File: config.mk
export PLATFORM = sky130hd
export DESIGN_NAME = laser_controller
export DESIGN_NICKNAME = d
export VERILOG_FILES = /design/src/rtl/laser_controller.sv
export SDC_FILE = /design/constraint.sdc
export NUM_CORES = 1
export LEC_CHECK = 0
export ABC_AREA = 1
export ABC_CLOCK_PERIOD_IN_PS = 3000
export BUFFER_PORTS_ARGS = -buffer_cell sky130_fd_sc_hd__buf_2
export CAP_MARGIN = 20
export CORE_ASPECT_RATIO = 1.1
export CORE_UTILIZATION = 58
export CTS_CLUSTER_DIAMETER = 50
export DETAILED_ROUTE_END_ITERATION = 8
export GPL_TIMING_DRIVEN = 1
export PLACE_DENSITY = 0.82
export SYNTH_ARGS = -nofsm -noshare
export SYNTH_HDL_FRONTEND = slang
export SYNTH_SLANG_ARGS = --single-unit
export TNS_END_PERCENT = 30
File: constraint.sdc
create_clock -name clk -period 3 [get_ports clk]
set_clock_uncertainty 0.2 [all_clocks]
set_input_delay 0.6 -clock clk [delete_from_list [all_inputs] [get_ports clk]]
set_output_delay 0.6 -clock clk [all_outputs]
set_load 0.05 [all_outputs]
File: src/rtl/laser_controller.sv
// Laser bolt engine: SLOTS bolts per cannon (T fires up, B fires down), tick-driven motion and cooldown.
// Optional build macro LASER_AUTOFIRE_EN: a held fire button relaunches on every tick once the cooldown is clear.
module laser_controller #(
  parameter int SLOTS     = 3,
  parameter int LASER_W   = 4,
  parameter int LASER_LEN = 24,
  parameter int SPEED     = 2,
  parameter int COOLDOWN  = 20,
  parameter int X_LEFT    = 462,
  parameter int TOP_Y     = 187,
  parameter int BOT_Y     = 365,
  parameter int V_TOP     = 35,
  parameter int V_BOT     = 515
) (
  input  logic       clk,
  input  logic       rst,
  input  logic       tick,
  input  logic       fire_top,
  input  logic       fire_bot,
  input  logic       bright,
  input  logic [9:0] hCount,
  input  logic [9:0] vCount,
  output logic       laser_fill,
  output logic [3:0] top_count,
  output logic [3:0] bot_count,
  output logic       top_full,
  output logic       bot_full
);

  localparam int CD_W = (COOLDOWN < 1) ? 1 : $clog2(COOLDOWN + 1);

  localparam logic [9:0]      T_INIT  = 10'(TOP_Y - LASER_LEN);
  localparam logic [9:0]      B_INIT  = 10'(BOT_Y);
  localparam logic [9:0]      T_LIMIT = 10'(V_TOP + SPEED);
  localparam logic [10:0]     B_LIMIT = 11'(V_BOT);
  localparam logic [10:0]     B_REACH = 11'(LASER_LEN + SPEED);
  localparam logic [10:0]     LEN_M1  = 11'(LASER_LEN - 1);
  localparam logic [9:0]      STEP    = 10'(SPEED);
  localparam logic [9:0]      X_L     = 10'(X_LEFT);
  localparam logic [9:0]      X_R     = 10'(X_LEFT + LASER_W - 1);
  localparam logic [CD_W-1:0] CD_LOAD = CD_W'(COOLDOWN);
  localparam logic [3:0]      SLOTS_C = 4'(SLOTS);

  // Channel index 0 is the top cannon, 1 is the bottom cannon.
  logic [SLOTS-1:0] act    [2];
  logic [SLOTS-1:0] act_nx [2];
  logic [9:0]       y      [2][SLOTS];
  logic [9:0]       y_nx   [2][SLOTS];
  logic [CD_W-1:0]  cd     [2];
  logic [CD_W-1:0]  cd_nx  [2];
  logic [1:0]       prev;
  logic [1:0]       level;
  logic [1:0]       attempt;
  logic [1:0]       found;

  assign level = {fire_bot, fire_top};

  function automatic logic [3:0] popcount(input logic [SLOTS-1:0] v);
    logic [3:0] c;
    c = '0;
    for (int i = 0; i < SLOTS; i++) c = c + {3'b000, v[i]};
    return c;
  endfunction

  always_comb begin
    attempt = '0;
    found   = '0;
    for (int ch = 0; ch < 2; ch++) begin
      act_nx[ch] = act[ch];
      cd_nx[ch]  = cd[ch];
      for (int s = 0; s < SLOTS; s++) y_nx[ch][s] = y[ch][s];

      attempt[ch] = level[ch] & ~prev[ch];
`ifdef LASER_AUTOFIRE_EN
      attempt[ch] = attempt[ch] | (level[ch] & tick & (cd[ch] == '0));
`endif

      if (tick && cd[ch] != '0) cd_nx[ch] = cd[ch] - 1'b1;

      for (int s = 0; s < SLOTS; s++) begin
        if (tick && act[ch][s]) begin
          if (ch == 0) begin
            if (y[ch][s] < T_LIMIT) act_nx[ch][s] = 1'b0;
            else                    y_nx[ch][s]   = y[ch][s] - STEP;
          end else begin
            if ({1'b0, y[ch][s]} + B_REACH > B_LIMIT) act_nx[ch][s] = 1'b0;
            else                                      y_nx[ch][s]   = y[ch][s] + STEP;
          end
        end
      end

      // Slot choice uses pre-movement occupancy, so a bolt retiring this clk still blocks a launch.
      if (attempt[ch] && cd[ch] == '0) begin
        for (int s = 0; s < SLOTS; s++) begin
          if (!act[ch][s] && !found[ch]) begin
            found[ch]      = 1'b1;
            act_nx[ch][s]  = 1'b1;
            y_nx[ch][s]    = (ch == 0) ? T_INIT : B_INIT;
          end
        end
        if (found[ch]) cd_nx[ch] = CD_LOAD;
      end
    end
  end

  always_ff @(posedge clk or negedge rst) begin
    if (!rst) begin
      for (int ch = 0; ch < 2; ch++) begin
        act[ch] <= '0;
        cd[ch]  <= '0;
        for (int s = 0; s < SLOTS; s++) y[ch][s] <= '0;
      end
      prev      <= '0;
      top_count <= '0;
      bot_count <= '0;
      top_full  <= 1'b0;
      bot_full  <= 1'b0;
    end else begin
      for (int ch = 0; ch < 2; ch++) begin
        act[ch] <= act_nx[ch];
        cd[ch]  <= cd_nx[ch];
        for (int s = 0; s < SLOTS; s++) y[ch][s] <= y_nx[ch][s];
      end
      prev      <= level;
      top_count <= popcount(act_nx[0]);
      bot_count <= popcount(act_nx[1]);
      top_full  <= (popcount(act_nx[0]) == SLOTS_C);
      bot_full  <= (popcount(act_nx[1]) == SLOTS_C);
    end
  end

  logic in_col;
  logic hit;

  always_comb begin
    in_col = (hCount >= X_L) && (hCount <= X_R);
    hit    = 1'b0;
    for (int ch = 0; ch < 2; ch++) begin
      for (int s = 0; s < SLOTS; s++) begin
        if (act[ch][s] && vCount >= y[ch][s] &&
            {1'b0, vCount} <= {1'b0, y[ch][s]} + LEN_M1)
          hit = 1'b1;
      end
    end
    laser_fill = bright & in_col & hit;
  end

endmodule

==> impl_metrics.ini <==
[status]
outcome = finished with violations
violations = negative setup slack

[worst_setup_path]
reg2reg_from = y[1]
timing.critical_path.arrival_ns = 2.92
critPathKind = reg -> out
worst_setup_path_start_kind = flop
crit_path_end_kind = output pin
worstPathRequired_ns = 2.20
crit_top_cell = nand2_1
r2r_slack_ns = 0.18
cp_slowest_cell = dfrtp_1
setup.worst_path.start = y[12]
worst-path-max-fanout = 4
crit_path_max_incr_delay_ns = 0.39
crit_chain = inv_2, ha_1, nand2_1, nand2_1, nand2_2, nand2_4, buf_4, nand2_1, xor2_1, ha_1, nand2_1, inv_1, nand2_1, nand2_1, nand2_1, nand2_1, nand2_1, nand2_1, nand3_2, nor2_4, nor2_4, buf_8

[timing]
drv_slew = 0
clock.fmax_ghz = 0.269
tightest_slew_ns = 0.854
max_slew_margin = 0.425
setup_viol = 1
setup_repair_after_global_routing_missed_its_margin = yes
timing.final.crit_period_ns = 3.72
fin_ws_ns = -0.723
period_share = 1.24
final_hold_viol_count = 0

[place]
gp_congestion = 0.905
place.detailed.instances = 1487
io_buffers = 31
dp_worst_setup_slack_ns = -0.449
place_hpwl_um = 16600

[synth]
synth_top_cells_by_area = dfrtp_1, ha_1, nand2_1, inv_1, xor2_1
netlist.top_cell.by_area = dfrtp_1
yosys_warnings = 0
yosys_register_bits = 84
yosys.cell_types.count = 44
yosys_most_used_dff = dfrtp_1
syn-cell-area_mm2 = 0.00825
sequential_fraction_of_the_synthesis_area = 0.255
postSynthAreaPerCell_um2 = 7.30
synth-async-reset-ratio = 1.00
netlist_instances = 1130
synth-edff-count = 0
netlist.area_leader.share = 0.255
yosys.cell_count.top_type = nand2_1
synth_top_cells_by_count = nand2_1, ha_1, inv_1, nor2_1, dfrtp_1

[floorplan]
fp.dieH_um = 127
number_of_placement_rows = 45
floorplan.die_area_mm2 = 0.0147
core_footprint_mm2 = 0.0139
die_width_um = 116
top_level_ports = 37
initial_utilization = 0.595

[clocking]
cts_root_buf = clkbuf_16
ctsLongestPathBuffers = 2
clkSlewWorstSetupHoldPaths_ns = 0.07
tritoncts.num_buffers = 9
tritoncts = done
numClockSinks = 84
cts-htree-levels = 3
worst_skew_pair.late_latency_ns = 0.36

[pwr]
fin_total_pwr_mw = 7.70
power_density_mw_per_mm2 = 738
max-vdd-ir-drop_mv = 0.514
p_leak_nw = 5.54

[route]
route.detailed.vias_per_inst = 5.50
ant_nets = 0
routed-via-count = 8304
detail_route.first_pass.iterations = 5
wirelength_um = 22600
detailedRoute.firstIterationViolations = 494
post-route-drc-count = 0
routed_wire_length_per_instance_um = 14.9

[grt]
grt_antenna_before_repair = 0
global_route_wire_length_before_repair_um = 36500
grt.overflow.total = 0
grtUsageTotal = 0.317
grt_pass1_vias = 8213
grt_start_max_net_pins = 46

[worst_hold_path]
worst_hold_startpoint = fire_top
worst_hold_path_type = in -> reg

[flow_run]
drv_cap = 0

[layout]
syn_to_final_growth_pct = 26.4
finish.net_count = 1492
final_layout_size_suffix_gt1_frac = 0.224
post_layout_nonfiller_instances = 1511
insertedDiodeCount = 0
path summary, 6_finish.rpt:
path | to | depth (start not counted)
max | laser_fill | 22
min | prev[0] | 1
max reg2reg | bot_full | 13
min reg2reg | cd[3] | 1
max in group asynchronous | y[50] | 3
min in group asynchronous | y[24] | 2
cell families (layout without fill, tap and decap cells):
logic type / after synthesis / after routing / synth area share
AND/OR/NAND/NOR: 525 / 525 / 0.277
buffers and inverters: 168 / 358 / 0.0787
AO/OA/AOI/OAI: 149 / 149 / 0.104
adder cells (fa/ha/maj): 148 / 148 / 0.226
flip-flops: 84 / 84 / 0.255
XOR/XNOR: 55 / 55 / 0.0584
other: 1 / 4 / 0.000455
routing by layer:
metal	up-vias	GRT usage	wire (um)
met5	-	0	0
met4	0	0.168	785
met3	62	0.0361	1080
met2	239	0.567	11500
met1	3894	0.369	9190
li1	4109	-	-
cell usage in the layout, fill, tap and decap left out, drive strengths merged, types with 3 or more instances in the layout:
master  Yosys  routed
nand2     271     271
nand3b      8       8
clkbuf      1      10
a21oi      68      68
xor2       49      49
nand4      19      19
buf         7     181
a21boi      3       3
o21ai      41      41
conb        1       4
ha        146     146
nand3      63      63
nor2      117     117
clkinv      4       5
xnor2       6       6
o211ai     12      12
nor3       39      39
o31ai       3       3
o21a        7       7
inv       156     158
a211oi      4       4
dfrtp      84      84
a21o        5       5
critical path: cells and delay by family (launching register included):
kind                     cells  cell delay (ns)
AND/OR/NAND/NOR             15             1.17
adder cells (fa/ha/maj)      2             0.43
buffers and inverters        4             0.41
flip-flops                   1             0.39
XOR/XNOR                     1             0.15
registers in the layout, indices dropped and copies added (netlist names):
register	flops
top_full	1
cd	10
y	60
bot_count	2
act	6
top_count	2
prev	2
bot_full	1
where the power goes:
group	leakage [nW]	switching (mW)	internal, mW
combinational	4.41	2.62	2.02
clock	0.160	0.512	0.760
sequential	0.974	0.324	1.46
metrics by stage:
stage | hold slack [ns] | TNS (ns) | instance area, um2 | utilization
after floorplan | 0.104 | -0.138 | 8310 | -
after global placement | 0.257 | -0.402 | 9780 | 0.706
after detailed placement | 0.263 | -0.449 | 9780 | 0.706
after CTS | 0.148 | -0.610 | 10300 | 0.744
after global routing | 0.158 | -0.902 | 10400 | 0.753
final | 0.159 | -0.723 | 10400 | 0.753
repair_timing:
| action | in CTS | in global routing |
|---|---|---|
| pin swaps | 34 | 33 |
| setup endpoints to repair | 1 | 2 |
| hold endpoints to repair | 20 | 0 |
| hold buffers | 1 | 0 |
| resized for setup | 47 | 22 |
| setup buffers | 4 | 3 |
cell type report:
type                       instances  area (um2)
clock buffer                      10         239
clock inverter                     6        93.8
fill                            1017        3420
inverter                         160         606
multi-input combinational        881        5800
sequential                        84        2100
tap                              188         235
timing repair buffer             182        1350
No activity file was read; power rests on OpenSTA's default activity.
